--- config.mk ---
export PLATFORM = sky130hd
export DESIGN_NAME = mudi_issue_ctrl
export DESIGN_NICKNAME = d
export VERILOG_FILES = /design/src/rtl/mudi_issue_ctrl.sv
export SDC_FILE = /design/constraint.sdc
export NUM_CORES = 1
export LEC_CHECK = 0
export ABC_CLOCK_PERIOD_IN_PS = 5600
export CAP_MARGIN = 20
export CORE_AREA = 2 2 41 43
export DETAILED_ROUTE_END_ITERATION = 16
export DIE_AREA = 0 0 43 45
export PLACE_DENSITY_LB_ADDON = 0.2
export SETUP_SLACK_MARGIN = 0.5
export SYNTH_ARGS = -nofsm -noshare
export SYNTH_HDL_FRONTEND = slang
export SYNTH_SLANG_ARGS = --single-unit
--- constraint.sdc ---
create_clock -name clk -period 5.6 [get_ports clk]
set_clock_uncertainty 0.1 [all_clocks]
set_input_delay 0.84 -clock clk [delete_from_list [all_inputs] [get_ports clk]]
set_output_delay 0.84 -clock clk [all_outputs]
set_load 0.05 [all_outputs]
--- src/rtl/mudi_issue_ctrl.sv ---
// E-stage issue controller for the multiply/divide unit with a private latency countdown.
// Optional busy cross-check against the MD unit enabled by defining MUDI_ISSUE_CHECK_EN.
module mudi_issue_ctrl #(
    parameter int MUL_LAT = 5,
    parameter int DIV_LAT = 10
) (
    input  logic       clk,
    input  logic       reset,
    input  logic       d_is_md,
    input  logic [3:0] e_op,
    input  logic       e_hold,
    input  logic       e_kill,
    input  logic       md_busy,
    output logic       start,
    output logic [2:0] mudi_op,
    output logic       hi_write,
    output logic       lo_write,
    output logic       hi_read,
    output logic       lo_read,
    output logic       stall_d,
    output logic       chk_err
);

    localparam int CNT_W = $clog2(DIV_LAT + 1);

    typedef enum logic [3:0] {
        OP_NONE  = 4'd0,
        OP_MULT  = 4'd1,
        OP_MULTU = 4'd2,
        OP_DIV   = 4'd3,
        OP_DIVU  = 4'd4,
        OP_MTHI  = 4'd5,
        OP_MTLO  = 4'd6,
        OP_MFHI  = 4'd7,
        OP_MFLO  = 4'd8
    } op_t;

    logic [CNT_W-1:0] cnt;
    logic             issued;
    logic             is_arith;
    logic             is_mul;
    logic             is_mt;
    logic             fire;
    logic             busy_pred;

    always_comb begin
        is_arith  = (e_op >= OP_MULT) && (e_op <= OP_DIVU);
        is_mul    = (e_op == OP_MULT) || (e_op == OP_MULTU);
        is_mt     = (e_op == OP_MTHI) || (e_op == OP_MTLO);
        // issued outranks the decode so a held instruction never fires twice
        fire      = ~reset & (is_arith | is_mt) & ~e_kill & ~issued & (cnt == '0);
        start     = fire & is_arith;
        mudi_op   = start ? 3'(e_op - 4'd1) : '0;
        hi_write  = fire & (e_op == OP_MTHI);
        lo_write  = fire & (e_op == OP_MTLO);
        hi_read   = ~reset & (e_op == OP_MFHI) & ~e_kill;
        lo_read   = ~reset & (e_op == OP_MFLO) & ~e_kill;
        busy_pred = ~reset & (start | (cnt != '0));
        stall_d   = d_is_md & busy_pred;
    end

    always_ff @(posedge clk) begin
        if (reset) begin
            cnt    <= '0;
            issued <= 1'b0;
        end else begin
            if (start)
                cnt <= is_mul ? CNT_W'(MUL_LAT) : CNT_W'(DIV_LAT);
            else if (cnt != '0)
                cnt <= cnt - CNT_W'(1);

            if (fire && e_hold)
                issued <= 1'b1;
            else if (!e_hold || e_kill)
                issued <= 1'b0;
        end
    end

`ifdef MUDI_ISSUE_CHECK_EN
    logic chk_q;

    always_ff @(posedge clk) begin
        if (reset) begin
            chk_q <= 1'b0;
        end else if (busy_pred != md_busy) begin
            chk_q <= 1'b1;
`ifndef SYNTHESIS
            $display("mudi_issue_ctrl: busy prediction differs at %0t cnt=%0d", $time, cnt);
`endif
        end
    end

    assign chk_err = chk_q & ~reset;
`else
    logic unused_md_busy;
    assign unused_md_busy = md_busy;
    assign chk_err        = 1'b0;
`endif

endmodule

# After elaboration in Yosys (flattened, before gate mapping)
# Cells that the tools add are included.
classes:
  bitwise_logic: 18
  eq_ne: 6
  reduce_logical: 10
  add_sub_neg: 2
  n_lt_le_gt_ge: 2
  mux: 6
ops:
  columns: ["op", "count"]
  rows:
  - ["1-bit bitwise AND", 13]
  - ["4-bit by 3-bit equality test with 1-bit output, second input constant", 3]
  - ["4-bit 2-to-1 mux", 3]
  - ["4-bit by 1-bit equality test with 1-bit output, second input constant", 1]
  - ["4-bit by 2-bit equality test with 1-bit output, second input constant", 1]
  - ["4-bit equality test, second input constant", 1]
  - ["4-bit by 1-bit >= comparator with 1-bit output, second input constant", 1]
  - ["4-bit by 3-bit <= comparator with 1-bit output, second input constant", 1]
  - ["4-bit logical NOT", 1]
  - ["2-bit nonzero test", 2]
  - ["4-bit nonzero test", 1]
  - ["4-bit by 1-bit subtractor with 4-bit output, second input constant", 1]
  - ["1-bit logical OR", 3]
  - ["3-bit 2-to-1 mux", 1]
  - ["1-bit inverter", 3]
  - ["3-bit by 1-bit subtractor with 3-bit output, second input constant", 1]
  - ["1-bit logical AND", 2]
  - ["1-bit 2-to-1 mux", 2]
  - ["1-bit bitwise OR", 2]
  - ["1-bit logical NOT", 1]
totals:
  wordCells: 46
  output_inout_bits: 10
  ff_bits: 5
  input_bits: 10

# Longest topological paths before layout
# Gate-level depths: netlist (run 1).
depth:
  word_depth: 11
  ltp_mapped: 9
  depth_no_buf: 6

# Worst setup path before layout (run 1)
# Ideal clock, no wire load.
synth_timing:
  kind: "reg-to-output"
  startpoint: "register cnt[0]"
  endpoint: "output stall_d"
  path_buffers: 3
  t_required_ps: 4660
  t_arrival_ps: 2701
  setup_slack_ps: 1959
  stages_incl_launch_ff: 10
  path_cell_list: "dfxtp_1 inv_1 ha_1 or3b_1 clkbuf_2 or4_1 buf_2 or2_0 buf_2 a21oi_1"
synth_between:
  elab_chain_cells: 6
  elab_cells_between_ends: 7
  classes_between: "bitwise: 5; reduce/logical: 2"
synth_rtl:
  columns: ["element", "line", "source"]
  rows:
  - ["start: declaration", "38", "logic [CNT_W-1:0] cnt;"]
  - ["start signal: assignment", "68", "cnt <= is_mul ? CNT_W'(MUL_LAT) : CNT_W'(DIV_LAT);"]
  - ["start signal: assignment", "70", "cnt <= cnt - CNT_W'(1);"]
  - ["4-bit logical NOT", "51", "fire = ~reset & (is_arith | is_mt) & ~e_kill & ~issued & (cnt == '0);"]
  - ["1-bit bitwise AND", "51", null]
  - ["1-bit bitwise AND", "52", "start = fire & is_arith;"]
  - ["1-bit bitwise OR *", "58", "busy_pred = ~reset & (start | (cnt != '0));"]
  - ["1-bit bitwise AND *", "58", null]
  - ["1-bit bitwise AND *", "59", "stall_d = d_is_md & busy_pred;"]
  - ["end: declaration", "20", "output logic stall_d,"]
# Mark *: on every way between the ends. The rest lies on a longest branch, timed or not.

# Final worst setup path (run 1)
layout_timing:
  startpoint: "input e_op[0]"
  endpoint: "output stall_d"
layout_between:
  elab_chain_cells: 11
  elab_cells_between_ends: 15
  classes_between: "order compare: 2; eq/ne: 2; bitwise: 9; reduce/logical: 2"
layout_rtl:
  columns: ["element", "line", "source"]
  rows:
  - ["start: declaration", "10", "input logic [3:0] e_op,"]
  - ["4-bit by 1-bit >= comparator with 1-bit output, or another cell as far along", "47", "is_arith = (e_op >= OP_MULT) && (e_op <= OP_DIVU);"]
  - ["1-bit logical AND / 1-bit logical OR (equally long branches)", "47, 49", null]
  - ["1-bit bitwise OR", "51", null]
  - ["1-bit bitwise AND (4 in a row)", "51", null]
  - ["1-bit bitwise AND *", "52", null]
  - ["1-bit bitwise OR *", "58", null]
  - ["1-bit bitwise AND *", "58", null]
  - ["1-bit bitwise AND *", "59", null]
# Marks and branches as above.

==> flow_summary.yaml, run 1 <==
cts:
  cts_resized: 0
  numClockSinks: 5
  clk_pin_slew_ns: 0.04
  postCtsSetupRepairBufs: 0
  clkLatencyLatePin_ns: 0.25
  htree_num_levels: 1
  ctsHoldBuffers: 0
  clock_path_buffers: 2
  cts_tree: "done"
  cts_buffers: 3
  cts-root-buf: "clkbuf_4"
die:
  dieArea_mm2: 0.00194
  fp.coreArea_mm2: 0.00147
  die_y_um: 45
  dieWidth_um: 43
  ios: 20
  rows: 14
  start_util_pct: 34.0
placed_design:
  numPortBuffers: 17
  dpl.hpwl_um: 931
  place_area_um2: 668
  gp_congestion: 0.714
  place_inst: 95
sta:
  fmax_mhz: 229
  fin_crit_sh_pct: 78.1
  holdWs_ns: 0.419
  slew-limit-headroom_pct: 65.8
  setup_viol: 0
  finalSetupTns_ns: 0
  worstMarginPinSlew_ns: 0.512
  rsz0062_at_grt: "false"
  final-hold-violation-count: 0
  drv_slew: 0
  layout_min_cycle_time_ns: 4.37
outcome:
  status: "finished, final reports clean"
synthesis:
  yosysWarningCount: 0
  syn_inst: 66
  avgSynthCellArea_um2: 7.58
  synth_nets: 83
  seq_area_frac_synth_pct: 20.0
  synth-seq-cells: 5
  synth.distinct_cells: 27
  syn_area_um2: 500
global_routing:
  grt_use_total_pct: 13.5
  grt_pass1_wl_um: 1950
  grt_overflow_total: 0
  grt_max_degree: 10
  grt_pass1_vias: 502
  antenna_found_initial: 0
critical_path:
  cp-start-kind: "input pin"
  worstRegToRegCells: 6
  worst_path_largest_cell_delay_ns: 0.83
  rrSetupSlack_ns: 3.12
  critPathCaptureType: "output pin"
  cp_max_fo: 6
  crit_type: "input pin to output pin"
  worst_path_max_delay_cell: "clkdlybuf4s50_1"
  worst-path-buf-inv: 4
  cp_cell_sequence: "clkdlybuf4s50_1 -> inv_1 -> ha_1 -> inv_1 -> a221o_1 -> or2_0 -> a21oi_1 -> clkdlybuf4s50_1"
  timing.rr.end: "cnt[3]"
  r2r_start: "cnt[0]"
  cp.arrival_ns: 3.43
  worst_ep_required_time_ns: 4.66
  crit_family: "buffers and inverters"
min_path:
  hold_path_depth: 1
  hold-path-endpoint: "issued"
  min_from: "issued"
  hp-class: "register to register"
route:
  vias: 499
  drtPass1Iterations: 5
  routedWlPerCell_um: 12.1
  antenna_left: 0
  routed_wl_um: 1200
  via_per_inst: 5.04
  drc: 0
  first_iter_violations: 7
cells_and_area:
  design_area_um2: 694
  syn2layout_area_growth_pct: 38.7
  nFillCells: 172
  antennaDiodeCount: 0
  fin_cells: 99
  nets: 101
  drive_gt1_share_pct: 6.02
power_and_ir_drop:
  power_leakage_uw: 0.000311
  powerDensity_mw_per_mm2: 337
  irDropWorstVdd_v: 0.000102
  power.total_uw: 234
run:
  maxCapViolations: 0
==> cells by family (layout without fill, tap and decap cells) <==
family          count (synthesis)  after routing  share of synthesized area [%]
simple gates                   24             24                           28.8
compound gates                 14             14                           16.5
buf+inv                        12             29                           10.5
fa+ha+maj                       7              7                           17.5
flops                           5              5                           20.0
mux                             2              2                           4.25
other cells                     1              1                          0.749
xor+xnor                        1              1                           1.75
==> metal layers <==
layer  track usage (%)  share of wire, %  vias up
met5                 0                 0        -
met4              8.48                 0        0
met3              2.40               7.9        0
met2              26.1                56       22
met1              13.2                36      223
li1                  -                 -      254
==> synthesized netlist by cell type <==
| cell type | n | area share [%] |
|---|---|---|
| inv_1 | 8 | 6.0 |
| a21oi_1 | 7 | 7.0 |
| ha_1 | 7 | 17 |
| nor2_1 | 6 | 4.5 |
| dfxtp_1 | 5 | 20 |
| o21ai_0 | 4 | 4.0 |
| nand2b_1 | 3 | 3.8 |
| nor3_1 | 3 | 3.0 |
| and2_1 | 2 | 2.5 |
| buf_2 | 2 | 2.0 |
| or3_1 | 2 | 2.5 |
| or3b_1 | 2 | 3.5 |
| a211oi_1 | 1 | 1.5 |
| a221o_1 | 1 | 2.0 |
| and4b_1 | 1 | 2.0 |
| buf_4 | 1 | 1.5 |
| clkbuf_2 | 1 | 1.0 |
| conb_1 | 1 | 0.75 |
| mux2_2 | 1 | 2.2 |
| mux2i_1 | 1 | 2.0 |
| nand3_1 | 1 | 1.0 |
| nor3b_1 | 1 | 1.5 |
| o211a_1 | 1 | 2.0 |
| or2_0 | 1 | 1.3 |
| or3b_2 | 1 | 1.8 |
| or4_1 | 1 | 1.5 |
| xnor2_1 | 1 | 1.8 |
==> layout make-up <==
cell class / instances / area (um2) / share of cell area, %
multi-input cells: 49 / 348 / 50.1
repair buffers: 17 / 170 / 24.5
flip-flops and latches: 5 / 100 / 14.4
inverters: 8 / 30.0 / 4.32
clock buffers: 4 / 26.3 / 3.78
well taps: 16 / 20.0 / 2.88
==> worst max-delay path by stage <==
stage / slack [ns] / depth (start not counted) / end / startpoint
floorplan: 1.96 / 9 / stall_d / cnt[0]
global placement: 1.22 / 7 / stall_d / e_op[0]
detailed placement: 1.18 / 8 / stall_d / e_op[0]
CTS: 1.18 / 8 / stall_d / e_op[0]
global route: 1.08 / 8 / stall_d / e_op[1]
finish: 1.23 / 8 / stall_d / e_op[0]
==> power by group <==
group,internal (uW),switching (uW),total [uW]
logic,60.8,72.6,133
registers,49.4,8.14,57.5
clock network,27.0,16.3,43.3
==> metrics by stage <==
stage	utilization, %	setup slack, ns
3_5_place_dp	45.4	1.18
3_3_place_gp	45.4	1.22
4_1_cts	47.2	1.18
2_1_floorplan	-	1.96
5_1_grt	47.2	1.08
6_report	47.2	1.23
==> sequential cells by signal, summed over array words and instances, names as in the netlist <==
name / flops
cnt: 4
issued: 1
==> layout by cell type (no fill, tap or decap), types with 2 or more instances in the layout <==
cell type / synthesis / final
ha_1: 7 / 7
a21oi_1: 7 / 7
o21ai_0: 4 / 4
clkdlybuf4s50_1: 0 / 17
clkbuf_4: 0 / 3
nor2_1: 6 / 6
nor3_1: 3 / 3
nand2b_1: 3 / 3
and2_1: 2 / 2
or3b_1: 2 / 2
dfxtp_1: 5 / 5
or3_1: 2 / 2
inv_1: 8 / 8
(Power assumes the default switching activity.)
==> inputs of run 2 (changes only) <==
--- a/config.mk
+++ b/config.mk
@@ -5,7 +5,7 @@
 export SDC_FILE = /design/constraint.sdc
 export NUM_CORES = 1
 export LEC_CHECK = 0
-export ABC_CLOCK_PERIOD_IN_PS = 5600
+export ABC_CLOCK_PERIOD_IN_PS = 4250
 export CAP_MARGIN = 20
 export CORE_AREA = 2 2 41 43
 export DETAILED_ROUTE_END_ITERATION = 16
==> constraint.sdc (replaced) <==
create_clock -name clk -period 4.25 [get_ports clk]
set_clock_uncertainty 0.1 [all_clocks]
set_input_delay 0.6375 -clock clk [delete_from_list [all_inputs] [get_ports clk]]
set_output_delay 0.6375 -clock clk [all_outputs]
set_load 0.05 [all_outputs]
==> flow_summary.yaml, run 2 (synthesis results as in run 1) <==
cts:
  clkLatencyLatePin_ns: 0.24
  ctsHoldBuffers: 0
  clock_path_buffers: 2
  cts-root-buf: "clkbuf_4"
  cts_tree: "done"
  numClockSinks: 5
  htree_num_levels: 1
  cts_buffers: 3
  clk_pin_slew_ns: 0.05
power_and_ir_drop:
  swShare_pct: 41.4
  powerDensity_mw_per_mm2: 452
  share_comb_of_total_power_pct: 56.8
  p_sw_uw: 126
  power_leakage_uw: 0.000328
  irDropWorstVdd_v: 0.000142
  p_clk_share_pct: 18.4
  power.internal_uw: 178
  seq_power_share_pct: 24.8
die:
  die_y_um: 45
  fp.coreArea_mm2: 0.00147
  start_util_pct: 34.0
  rows: 14
  dieWidth_um: 43
  dieArea_mm2: 0.00194
  ios: 20
cells_and_area:
  regMostFlops: "cnt"
  syn2layout_area_growth_pct: 34.2
  multi_input_area_um2: 348
  fin_util_pct: 45.7
  drive_gt1_share_pct: 12.0
  fin_cells: 99
  nFillCells: 169
  nets: 101
  antennaDiodeCount: 0
  top_regs: "cnt x4, issued x1"
  final_common_cell: "clkdlybuf4s50_1"
  largest_reg_flops: 4
  regArea_um2: 100
  final_cell_mix: "clkdlybuf4s50_1, inv_1, a21oi_1, ha_1, nor2_1"
global_routing:
  grt_overflow_total: 0
  grt_max_degree: 10
  antenna_found_initial: 0
  grt_pass1_vias: 485
  grt_pass1_wl_um: 1900
  grt_use_total_pct: 12.9
placed_design:
  place_inst: 95
  numPortBuffers: 17
  gp_congestion: 0.698
  dpl.hpwl_um: 847
  place_ws_ns: 0.329
run:
  maxCapViolations: 0
route:
  via_per_inst: 4.97
  vias: 492
  routed_wl_um: 1070
  first_iter_violations: 13
  routedWlPerCell_um: 10.8
  drc: 0
  drtPass1Iterations: 4
  antenna_left: 0
outcome:
  status: "finished, final reports clean"
sta:
  final-hold-violation-count: 0
  fmax_mhz: 283
  layout_min_cycle_time_ns: 3.54
  finalSetupTns_ns: 0
  fin_crit_sh_pct: 83.2
  rsz0062_at_grt: "false"
  drv_slew: 0
  setup_viol: 0
  worst_slack_ns: 0.714
critical_path:
  cp-start-kind: "register"
  cp.arrival_ns: 2.80
  critPathCaptureType: "output pin"
  cp_max_fo: 7
  worst_ep_required_time_ns: 3.51
  crit_type: "register to output pin"
min_path:
  hp-class: "register to register"
## run 2: cell count changes in the layout (fill, tap and decap cells not counted)
cell / before / now
clkdlybuf4s50_1: 17 / 10
clkbuf_2: 0 / 3
dlygate4sd2_1: 0 / 2
buf_4: 0 / 2
## run 2: critical path: stages (launching register included)
cell and delay [ns]:
dfxtp_1 0.30, inv_1 0.10, ha_1 0.20, or3b_1 0.47
or4_1 0.55, nor3b_1 0.26, and2_1 0.15, dlygate4sd2_1 0.52
## run 2: cell type report
class                      instances  area share (%)
clock buffer                       4            3.91
inverter                           8            4.47
timing repair buffer              17            22.0
tap                               16            2.98
sequential                         5            14.9
multi-input combinational         49            51.8
## run 2: path summary, 6_finish.rpt
check | start | endpoint | slack [ns] | depth (start not counted)
worst min register to register | issued | issued | 0.40 | 1
worst max register to register | cnt[0] | cnt[3] | 1.82 | 6
worst min-delay path | issued | issued | 0.40 | 1
worst max-delay path | cnt[0] | lo_write | 0.71 | 7
## run 2: repair_timing
item / 4_1_cts / 5_1_grt
setup buffers: 0 / 0
resized for setup: 5 / 6
setup endpoints to repair: 5 / 3
cloned: 0 / 0
## run 2: layer usage
layer / routed length, um / global-route usage (%) / share of wire [%] / vias up
li1: - / - / - / 258
met1: 425 / 13.9 / 40 / 219
met2: 590 / 25.2 / 55 / 15
met3: 59 / 0.800 / 5.5 / 0
met4: 0 / 7.27 / 0 / 0
met5: 0 / 0 / 0 / -
## run 2: power by group through the flow
stage	Sequential (uW)	Combinational (uW)	Clock, uW
5_1_grt	77.8	198	58.5
3_5_place_dp	75.9	175	0
4_1_cts	75.5	176	57.6
3_3_place_gp	75.9	173	0
6_report	75.2	172	55.9
2_1_floorplan	73.5	144	0
## run 2: stage by stage
step	hold WS [ns]	power, uW	area [um2]
after global routing	0.404	335	672
final	0.399	303	672
after floorplan	0.364	217	500
after global placement	0.381	248	663
after CTS	0.395	309	683
after detailed placement	0.386	251	663
